File: src/rtl/icache_refill_ctrl_if.sv
// Fetch/cache/memory bundle of the icache refill controller.
// The controller takes the master side; the CPU/cache/memory environment takes the slave side.
interface icache_refill_ctrl_if #(
    parameter int ADDR_W = 20,
    parameter int DATA_W = 32,
    parameter int CNT_W  = 16
) ();
    logic              pc_valid;
    logic [ADDR_W-1:0] pc;
    logic              pc_ready;
    logic              flush;
    logic              instr_valid;
    logic [DATA_W-1:0] instr;
    logic              instr_err;
    logic              read_en;
    logic [ADDR_W-1:0] read_addr;
    logic              cache_miss;
    logic [DATA_W-1:0] cache_rdata;
    logic              fetch;
    logic [ADDR_W-1:0] write_addr;
    logic [DATA_W-1:0] write_data;
    logic              mem_req;
    logic [ADDR_W-1:0] mem_addr;
    logic              mem_ack;
    logic [DATA_W-1:0] mem_rdata;
    logic [CNT_W-1:0]  miss_count;

    modport master (
        input  pc_valid, pc, flush, cache_miss, cache_rdata, mem_ack, mem_rdata,
        output pc_ready, instr_valid, instr, instr_err, read_en, read_addr,
               fetch, write_addr, write_data, mem_req, mem_addr, miss_count
    );

    modport slave (
        output pc_valid, pc, flush, cache_miss, cache_rdata, mem_ack, mem_rdata,
        input  pc_ready, instr_valid, instr, instr_err, read_en, read_addr,
               fetch, write_addr, write_data, mem_req, mem_addr, miss_count
    );
endinterface

File: src/rtl/icache_refill_ctrl.sv
// Icache refill controller: one outstanding fetch, cache lookup, memory refill on miss,
// request timeout, flush abort and a saturating miss counter.
module icache_refill_ctrl #(
    parameter int ADDR_W         = 20,
    parameter int DATA_W         = 32,
    parameter int TIMEOUT_CYCLES = 255,
    parameter int CNT_W          = 16
) (
    input  logic                  i_clk_cpu,
    input  logic                  i_rst,
    icache_refill_ctrl_if.master  io_bus
);
    typedef enum logic [2:0] {S_IDLE, S_LOOKUP, S_CHECK, S_MEM_REQ, S_FILL} state_t;

    localparam int TO_W = (TIMEOUT_CYCLES > 1) ? $clog2(TIMEOUT_CYCLES) : 1;
    localparam logic [TO_W-1:0] TO_LAST = TO_W'((TIMEOUT_CYCLES > 0) ? TIMEOUT_CYCLES - 1 : 0);

    state_t            r_state;
    logic [ADDR_W-1:0] r_addr;
    logic              r_read_en;
    logic              r_mem_req;
    logic              r_fetch;
    logic [DATA_W-1:0] r_wdata;
    logic              r_instr_valid;
    logic [DATA_W-1:0] r_instr;
    logic              r_instr_err;
    logic [CNT_W-1:0]  r_miss_cnt;
    logic [TO_W-1:0]   r_to;
    logic              r_abort;

    logic w_abort;
    logic w_expire;
    logic w_cnt_max;

    // A flush in the same cycle as the ack/expiry already cancels the CPU response.
    assign w_abort   = r_abort | io_bus.flush;
    assign w_expire  = (TIMEOUT_CYCLES != 0) && (r_to == TO_LAST);
    assign w_cnt_max = &r_miss_cnt;

    always_ff @(posedge i_clk_cpu or posedge i_rst) begin
        if (i_rst) begin
            r_state       <= S_IDLE;
            r_addr        <= '0;
            r_read_en     <= 1'b0;
            r_mem_req     <= 1'b0;
            r_fetch       <= 1'b0;
            r_wdata       <= '0;
            r_instr_valid <= 1'b0;
            r_instr       <= '0;
            r_instr_err   <= 1'b0;
            r_miss_cnt    <= '0;
            r_to          <= '0;
            r_abort       <= 1'b0;
        end else begin
            r_read_en     <= 1'b0;
            r_fetch       <= 1'b0;
            r_instr_valid <= 1'b0;
            case (r_state)
                S_IDLE: begin
                    r_abort <= 1'b0;
                    if (io_bus.pc_valid && !io_bus.flush) begin
                        r_addr    <= io_bus.pc & ~ADDR_W'(3);
                        r_read_en <= 1'b1;
                        r_state   <= S_LOOKUP;
                    end
                end
                S_LOOKUP: begin
                    r_state <= io_bus.flush ? S_IDLE : S_CHECK;
                end
                S_CHECK: begin
                    if (io_bus.cache_miss && !w_cnt_max)
                        r_miss_cnt <= r_miss_cnt + CNT_W'(1);
                    if (io_bus.flush) begin
                        r_state <= S_IDLE;
                    end else if (io_bus.cache_miss) begin
                        r_mem_req <= 1'b1;
                        r_to      <= '0;
                        r_state   <= S_MEM_REQ;
                    end else begin
                        r_instr_valid <= 1'b1;
                        r_instr       <= io_bus.cache_rdata;
                        r_instr_err   <= 1'b0;
                        r_state       <= S_IDLE;
                    end
                end
                S_MEM_REQ: begin
                    if (io_bus.flush)
                        r_abort <= 1'b1;
                    if (io_bus.mem_ack) begin
                        r_mem_req <= 1'b0;
                        r_fetch   <= 1'b1;
                        r_wdata   <= io_bus.mem_rdata;
                        if (!w_abort) begin
                            r_instr_valid <= 1'b1;
                            r_instr       <= io_bus.mem_rdata;
                            r_instr_err   <= 1'b0;
                        end
                        r_state <= S_FILL;
                    end else if (w_expire) begin
                        r_mem_req <= 1'b0;
                        if (!w_abort) begin
                            r_instr_valid <= 1'b1;
                            r_instr       <= '0;
                            r_instr_err   <= 1'b1;
                        end
                        r_state <= S_IDLE;
                    end else begin
                        r_to <= r_to + TO_W'(1);
                    end
                end
                S_FILL: begin
                    r_state <= S_IDLE;
                end
                default: r_state <= S_IDLE;
            endcase
        end
    end

    // Gated by reset so nothing is offered while the controller is held in reset.
    assign io_bus.pc_ready    = (r_state == S_IDLE) & ~io_bus.flush & ~i_rst;
    assign io_bus.instr_valid = r_instr_valid;
    assign io_bus.instr       = r_instr;
    assign io_bus.instr_err   = r_instr_err;
    assign io_bus.read_en     = r_read_en;
    assign io_bus.read_addr   = r_addr;
    assign io_bus.fetch       = r_fetch;
    assign io_bus.write_addr  = r_addr;
    assign io_bus.write_data  = r_wdata;
    assign io_bus.mem_req     = r_mem_req;
    assign io_bus.mem_addr    = r_addr;
    assign io_bus.miss_count  = r_miss_cnt;
endmodule

File: src/flat_wrapper.sv
// flat-port wrapper written by rule: the top's interface ports become plain ports
module icache_refill_ctrl_flat 
#(
    parameter int ADDR_W         = 20,
    parameter int DATA_W         = 32,
    parameter int TIMEOUT_CYCLES = 255,
    parameter int CNT_W          = 16
)
  (i_clk_cpu, i_rst, io_bus_pc_valid, io_bus_pc, io_bus_flush, io_bus_cache_miss, io_bus_cache_rdata, io_bus_mem_ack, io_bus_mem_rdata, io_bus_pc_ready, io_bus_instr_valid, io_bus_instr, io_bus_instr_err, io_bus_read_en, io_bus_read_addr, io_bus_fetch, io_bus_write_addr, io_bus_write_data, io_bus_mem_req, io_bus_mem_addr, io_bus_miss_count);
  icache_refill_ctrl_if #(.ADDR_W(ADDR_W), .DATA_W(DATA_W), .CNT_W(CNT_W)) io_bus_i ();
  input  logic i_clk_cpu;
  input  logic i_rst;
  input wire logic [$bits(io_bus_i.pc_valid)-1:0] io_bus_pc_valid;
  input wire logic [$bits(io_bus_i.pc)-1:0] io_bus_pc;
  input wire logic [$bits(io_bus_i.flush)-1:0] io_bus_flush;
  input wire logic [$bits(io_bus_i.cache_miss)-1:0] io_bus_cache_miss;
  input wire logic [$bits(io_bus_i.cache_rdata)-1:0] io_bus_cache_rdata;
  input wire logic [$bits(io_bus_i.mem_ack)-1:0] io_bus_mem_ack;
  input wire logic [$bits(io_bus_i.mem_rdata)-1:0] io_bus_mem_rdata;
  output wire logic [$bits(io_bus_i.pc_ready)-1:0] io_bus_pc_ready;
  output wire logic [$bits(io_bus_i.instr_valid)-1:0] io_bus_instr_valid;
  output wire logic [$bits(io_bus_i.instr)-1:0] io_bus_instr;
  output wire logic [$bits(io_bus_i.instr_err)-1:0] io_bus_instr_err;
  output wire logic [$bits(io_bus_i.read_en)-1:0] io_bus_read_en;
  output wire logic [$bits(io_bus_i.read_addr)-1:0] io_bus_read_addr;
  output wire logic [$bits(io_bus_i.fetch)-1:0] io_bus_fetch;
  output wire logic [$bits(io_bus_i.write_addr)-1:0] io_bus_write_addr;
  output wire logic [$bits(io_bus_i.write_data)-1:0] io_bus_write_data;
  output wire logic [$bits(io_bus_i.mem_req)-1:0] io_bus_mem_req;
  output wire logic [$bits(io_bus_i.mem_addr)-1:0] io_bus_mem_addr;
  output wire logic [$bits(io_bus_i.miss_count)-1:0] io_bus_miss_count;
  assign io_bus_i.pc_valid = io_bus_pc_valid;
  assign io_bus_i.pc = io_bus_pc;
  assign io_bus_i.flush = io_bus_flush;
  assign io_bus_i.cache_miss = io_bus_cache_miss;
  assign io_bus_i.cache_rdata = io_bus_cache_rdata;
  assign io_bus_i.mem_ack = io_bus_mem_ack;
  assign io_bus_i.mem_rdata = io_bus_mem_rdata;
  assign io_bus_pc_ready = io_bus_i.pc_ready;
  assign io_bus_instr_valid = io_bus_i.instr_valid;
  assign io_bus_instr = io_bus_i.instr;
  assign io_bus_instr_err = io_bus_i.instr_err;
  assign io_bus_read_en = io_bus_i.read_en;
  assign io_bus_read_addr = io_bus_i.read_addr;
  assign io_bus_fetch = io_bus_i.fetch;
  assign io_bus_write_addr = io_bus_i.write_addr;
  assign io_bus_write_data = io_bus_i.write_data;
  assign io_bus_mem_req = io_bus_i.mem_req;
  assign io_bus_mem_addr = io_bus_i.mem_addr;
  assign io_bus_miss_count = io_bus_i.miss_count;
  icache_refill_ctrl #(.ADDR_W(ADDR_W), .DATA_W(DATA_W), .TIMEOUT_CYCLES(TIMEOUT_CYCLES), .CNT_W(CNT_W)) u_core (.i_clk_cpu(i_clk_cpu), .i_rst(i_rst), .io_bus(io_bus_i));
endmodule
File: config.mk
export PLATFORM = sky130hd
export DESIGN_NAME = icache_refill_ctrl_flat
export DESIGN_NICKNAME = d
export VERILOG_FILES = /design/src/rtl/icache_refill_ctrl_if.sv /design/src/rtl/icache_refill_ctrl.sv /design/src/flat_wrapper.sv
export SDC_FILE = /design/constraint.sdc
export NUM_CORES = 1
export LEC_CHECK = 0
export CAP_MARGIN = 5
export CORE_ASPECT_RATIO = 1.4
export CORE_UTILIZATION = 46
export CTS_CLUSTER_DIAMETER = 120
export DETAILED_ROUTE_END_ITERATION = 7
export HOLD_SLACK_MARGIN = 0.06
export PLACE_DENSITY = 0.86
export SYNTH_ARGS = -nofsm -noshare
export SYNTH_HDL_FRONTEND = slang
export SYNTH_SLANG_ARGS = --single-unit
File: constraint.sdc
create_clock -name i_clk_cpu -period 9.63 [get_ports i_clk_cpu]
set_input_delay 1.4445 -clock i_clk_cpu [delete_from_list [all_inputs] [get_ports i_clk_cpu]]
set_output_delay 1.4445 -clock i_clk_cpu [all_outputs]
set_load 0.01 [all_outputs]
Word-level counts from Yosys, hierarchy flattened
Cells that the tools add are included.
{"block": "totals", "input_bits": 90, "register_bits": 115, "output_inout_bits": 146}
{"block": "classes", "n_bitwise": 5, "muxes": 43, "add_sub_neg": 2, "eq_ne": 13, "reduce_logical": 16}
{"cell": "2-to-1 mux 32 bit", "n": 6}
{"cell": "one-hot mux 32 bit (2 select lines)", "n": 1}
{"cell": "2-to-1 mux 8 bit", "n": 4}
{"cell": "2-to-1 mux 1 bit", "n": 20}
{"cell": "adder 16 x 1 -> 16 bit, second input constant", "n": 1}
{"cell": "one-hot mux 8 bit (2 select lines)", "n": 1}
{"cell": "AND reduction 16 bit", "n": 1}
{"cell": "inequality test 2 bit, second input constant", "n": 7}
{"cell": "2-to-1 mux 3 bit", "n": 4}
{"cell": "one-hot mux 3 bit (4 select lines)", "n": 1}
{"cell": "AND reduction 2 bit", "n": 5}
{"cell": "AND reduction 5 bit", "n": 2}
{"cell": "adder 8 x 1 -> 8 bit, second input constant", "n": 1}
{"cell": "== test 8 bit, second input constant", "n": 1}
{"cell": "one-hot mux 1 bit (2 select lines)", "n": 4}
{"cell": "== test 3 x 2 -> 1 bit, second input constant", "n": 2}
{"cell": "2-to-1 mux 2 bit", "n": 2}
{"cell": "AND reduction 4 bit", "n": 1}
{"cell": "nonzero test 2 bit", "n": 2}
{"cell": "== test 3 x 1 -> 1 bit, second input constant", "n": 1}
{"cell": "logical NOT 3 bit", "n": 1}
{"cell": "inequality test 3 x 2 -> 1 bit, second input constant", "n": 1}
{"cell": "bitwise AND 1 bit", "n": 2}
{"cell": "logical AND 1 bit", "n": 2}
{"cell": "other kinds (4)", "n": 6}

Depth between registers and ports, before layout
{"block": "logic_depth", "ltp_word": 5, "mapped_depth": 8, "ltp_nobuf": 6}

Worst setup path after synthesis
No wires, ideal clock.
{"block": "synth_path", "path_type": "input to output", "startpoint": "in io_bus_flush", "endpoint": "out io_bus_pc_ready", "t_arrival_ns": 2.100, "path_slack_ns": 6.085, "stages": 2, "path_cell_list": "or3_1 -> nor3_1"}
{"block": "synth_via", "elab_chain_len": 3}
{"element": "start, declared", "line": "flat_wrapper.sv:15", "rtl": "input wire logic [$bits(io_bus_i.flush)-1:0] io_bus_flush;"}
{"element": "inverter 1 bit", "line": "icache_refill_ctrl.sv:120", "rtl": "assign io_bus.pc_ready = (r_state == S_IDLE) & ~io_bus.flush & ~i_rst;"}
{"element": "bitwise AND 1 bit (2 in series)", "line": "icache_refill_ctrl.sv:120"}
{"element": "end, declared", "line": "flat_wrapper.sv:20", "rtl": "output wire logic [$bits(io_bus_i.pc_ready)-1:0] io_bus_pc_ready;"}
Every way passes these cells.

Worst setup path after layout
Same ends and word-level chain as after synthesis.

==> reports/qor.yml <==
p_total_uw: 2100
drive_above_1_share_pct: 21.1
syn_area_per_cell_um2: 13.2
grt_max_degree: 83
synth_compound_area_share_pct: 9.52
finalHoldViolCount: 0
grt_use_total_pct: 22.7
met2WireLength_um: 7210
end_kind: "output pin"
pwr-share-comb_pct: 35.4
synth_top_area_share_pct: 51.8
netSwitchingPower_uw: 566
peakVddDrop_mv: 0.139
synthDistinctLibCells: 49
place_ws_ns: 5.07
cts_resized: 0
power.density_nw_per_um2: 256
seq_area_frac_synth_pct: 51.8
final_common_cell: "clkdlybuf4s50_1"
fillers: 826
num_antenna_cells: 0
cts_sinks: 115
setup_slack_ns: 5.08
maxSlewViolCount: 0
ios: 236
synth-main-ff-cell: "dfrtp_1"
startpoint_type: "input pin"
dp_cells: 742
fin_cells: 773
drv_cap: 0
clkPwrFrac_pct: 29.6
path_clk_slew_ns: 0.05
rsz0062_at_grt: "false"
fin_nets: 707
grt_pass1_vias: 4269
synth_cells: 422
ys_warn_count: 0
maxSlewHeadroom_pct: 33.5
hpwl_um: 9840
viasPerCell: 5.33
wl_per_cell_um: 17.9
ys_seq_elements: 115
cts_tree: "yes"
design_area_um2: 8210
finalWirelength_um: 13900
row_count: 47
cts_setup_buffers: 0
die_area_um2: 12500
routed-wl-met3_um: 1070
first_pass_iters: 4
h-tree-depth: 4
hp-class: "reg -> reg"
tightestPinTransition_ns: 0.998
die_w_um: 94.9
synth-simple-area-share_pct: 7.23
cp_max_fo: 5
tns_ns: 0
hold_buffers: 0
swShare_pct: 26.9
drt-met1-wl_um: 5040
via_count: 4121
antenna_found_initial: 0
grt_pass1_wl_um: 21400
gp_congestion: 0.850
synth_edf_count: 0
status: "finished clean"
drc: 0
p_leak_uw: 0.00354
placed_area_um2: 7610
ant_nets: 0
synthXorXnorAreaFrac_pct: 1.42
synthArstFlopShare_pct: 100
seqPwrFrac_pct: 35.0
timing.final.crit_share_pct: 47.2
critical_path_class: "in -> out"
mostFrequentLayoutCells: "227 x clkdlybuf4s50_1, 115 x dfrtp_1, 49 x mux2_2"
synth_top_area_cell: "dfrtp_1"
clk_latency_ns: 0.40
clockBufferDepth: 2
fin_skew_ns: 0.00715
synthAdderAreaFrac_pct: 0.676
synth_top_family_by_area: "multiplexers"
numPortBuffers: 227
drt-initial-drc-count: 192
fin_crit_ns: 4.55
grt_overflow: 0
die_y_um: 132
muxShareOfSynthArea_pct: 20.6
numCtsBuffers: 17
worstPathRequired_ns: 8.19
cts_root_buf: "clkbuf_16"
top_layer: "met4"
netlist_area_um2: 5560
setup_violations: 0
fmax_mhz: 220
internal_power_uw: 1540
coreArea_um2: 11800
syn_to_final_growth_pct: 47.7
initial_utilization_pct: 47.0
cp.arrival_ns: 3.10
ys_top_cells_by_area: "dfrtp_1 52%, mux2_4 10%, mux2_2 9.9%"
## area by class of cell
| class | count | area (um^2) | area share (%) |
|---|---|---|---|
| sequential | 115 | 2880 | 35.1 |
| tap | 147 | 184 | 2.24 |
| clock buffer | 21 | 460 | 5.61 |
| multi-input combinational | 242 | 2220 | 27.1 |
| clock inverter | 10 | 133 | 1.62 |
| inverter | 7 | 28.8 | 0.351 |
| timing repair buffer | 231 | 2300 | 28.1 |
## state kept, by name, summed over array words and instances (netlist names), 3 cells and up
name and cells:
u_core.io_bus.mem_addr 18, u_core.r_to 8, u_core.io_bus.miss_count 16, u_core.io_bus.instr 32
u_core.io_bus.write_data 32, u_core.r_state 3
## layer usage
layer / vias to the layer above / track usage [%]
met5: - / 0
li1: 1865 / -
met2: 200 / 38.8
met4: 0 / 11.5
met3: 39 / 7.55
met1: 2017 / 24.6
## through the flow
step                      utilization (%)  hold WS [ns]
after floorplan                         -         0.443
after detailed placement             64.4         0.488
after global routing                 69.4         0.504
after global placement               64.4         0.465
final                                69.4         0.488
after CTS                            69.4         0.497
## power by group through the flow
stage          logic, uW  registers (uW)  clock network [uW]
4_1_cts              754             738                 636
3_5_place_dp         750             741                   0
2_1_floorplan        288             795                   0
3_3_place_gp         732             730                   0
5_1_grt              786             755                 663
6_report             744             736                 622
## path summary, 6_finish.rpt
kind	start	end	slack, ns	cells past startpoint
max	io_bus_flush	io_bus_pc_ready	5.08	4
max reg2reg	u_core.r_state[1]	u_core.io_bus.write_data[3]	7.16	4
min reg2reg	u_core.r_to[6]	u_core.r_to[6]	0.49	1
min	u_core.r_to[6]	u_core.r_to[6]	0.49	1
max in group asynchronous	i_rst	u_core.io_bus.write_data[10]	6.85	3
min in group asynchronous	i_rst	u_core.io_bus.miss_count[1]	1.43	2
## critical path, stage by stage
cell             delay (ns)
clkdlybuf4s50_1        0.49
or3_1                  0.43
nor3_1                 0.16
clkdlybuf4s50_1        0.58
## cells in the mapped netlist, types with 5 or more instances
| library cell | n |
|---|---|
| a31oi_1 | 6 |
| clkbuf_1 | 5 |
| buf_2 | 8 |
| inv_1 | 7 |
| dfrtp_1 | 115 |
| buf_4 | 44 |
| xor2_1 | 6 |
| mux2_4 | 38 |
| and3_1 | 6 |
| mux2_2 | 49 |
| nor2_1 | 5 |
| nand4_1 | 6 |
| nand3_1 | 10 |
| nand2_1 | 12 |
| o21ai_0 | 8 |
| nor3_1 | 7 |
| a22o_1 | 33 |
## cell families (layout without fill, tap and decap cells)
group           count (synthesis)  after routing
compound gates                 67             67
mux                            89             89
fa+ha+maj                       3              3
flops                         115            115
simple gates                   68             68
buf+inv                        70            269
other cells                     1              6
xor+xnor                        9              9
Note: power is estimated with default switching activity, not from simulation.
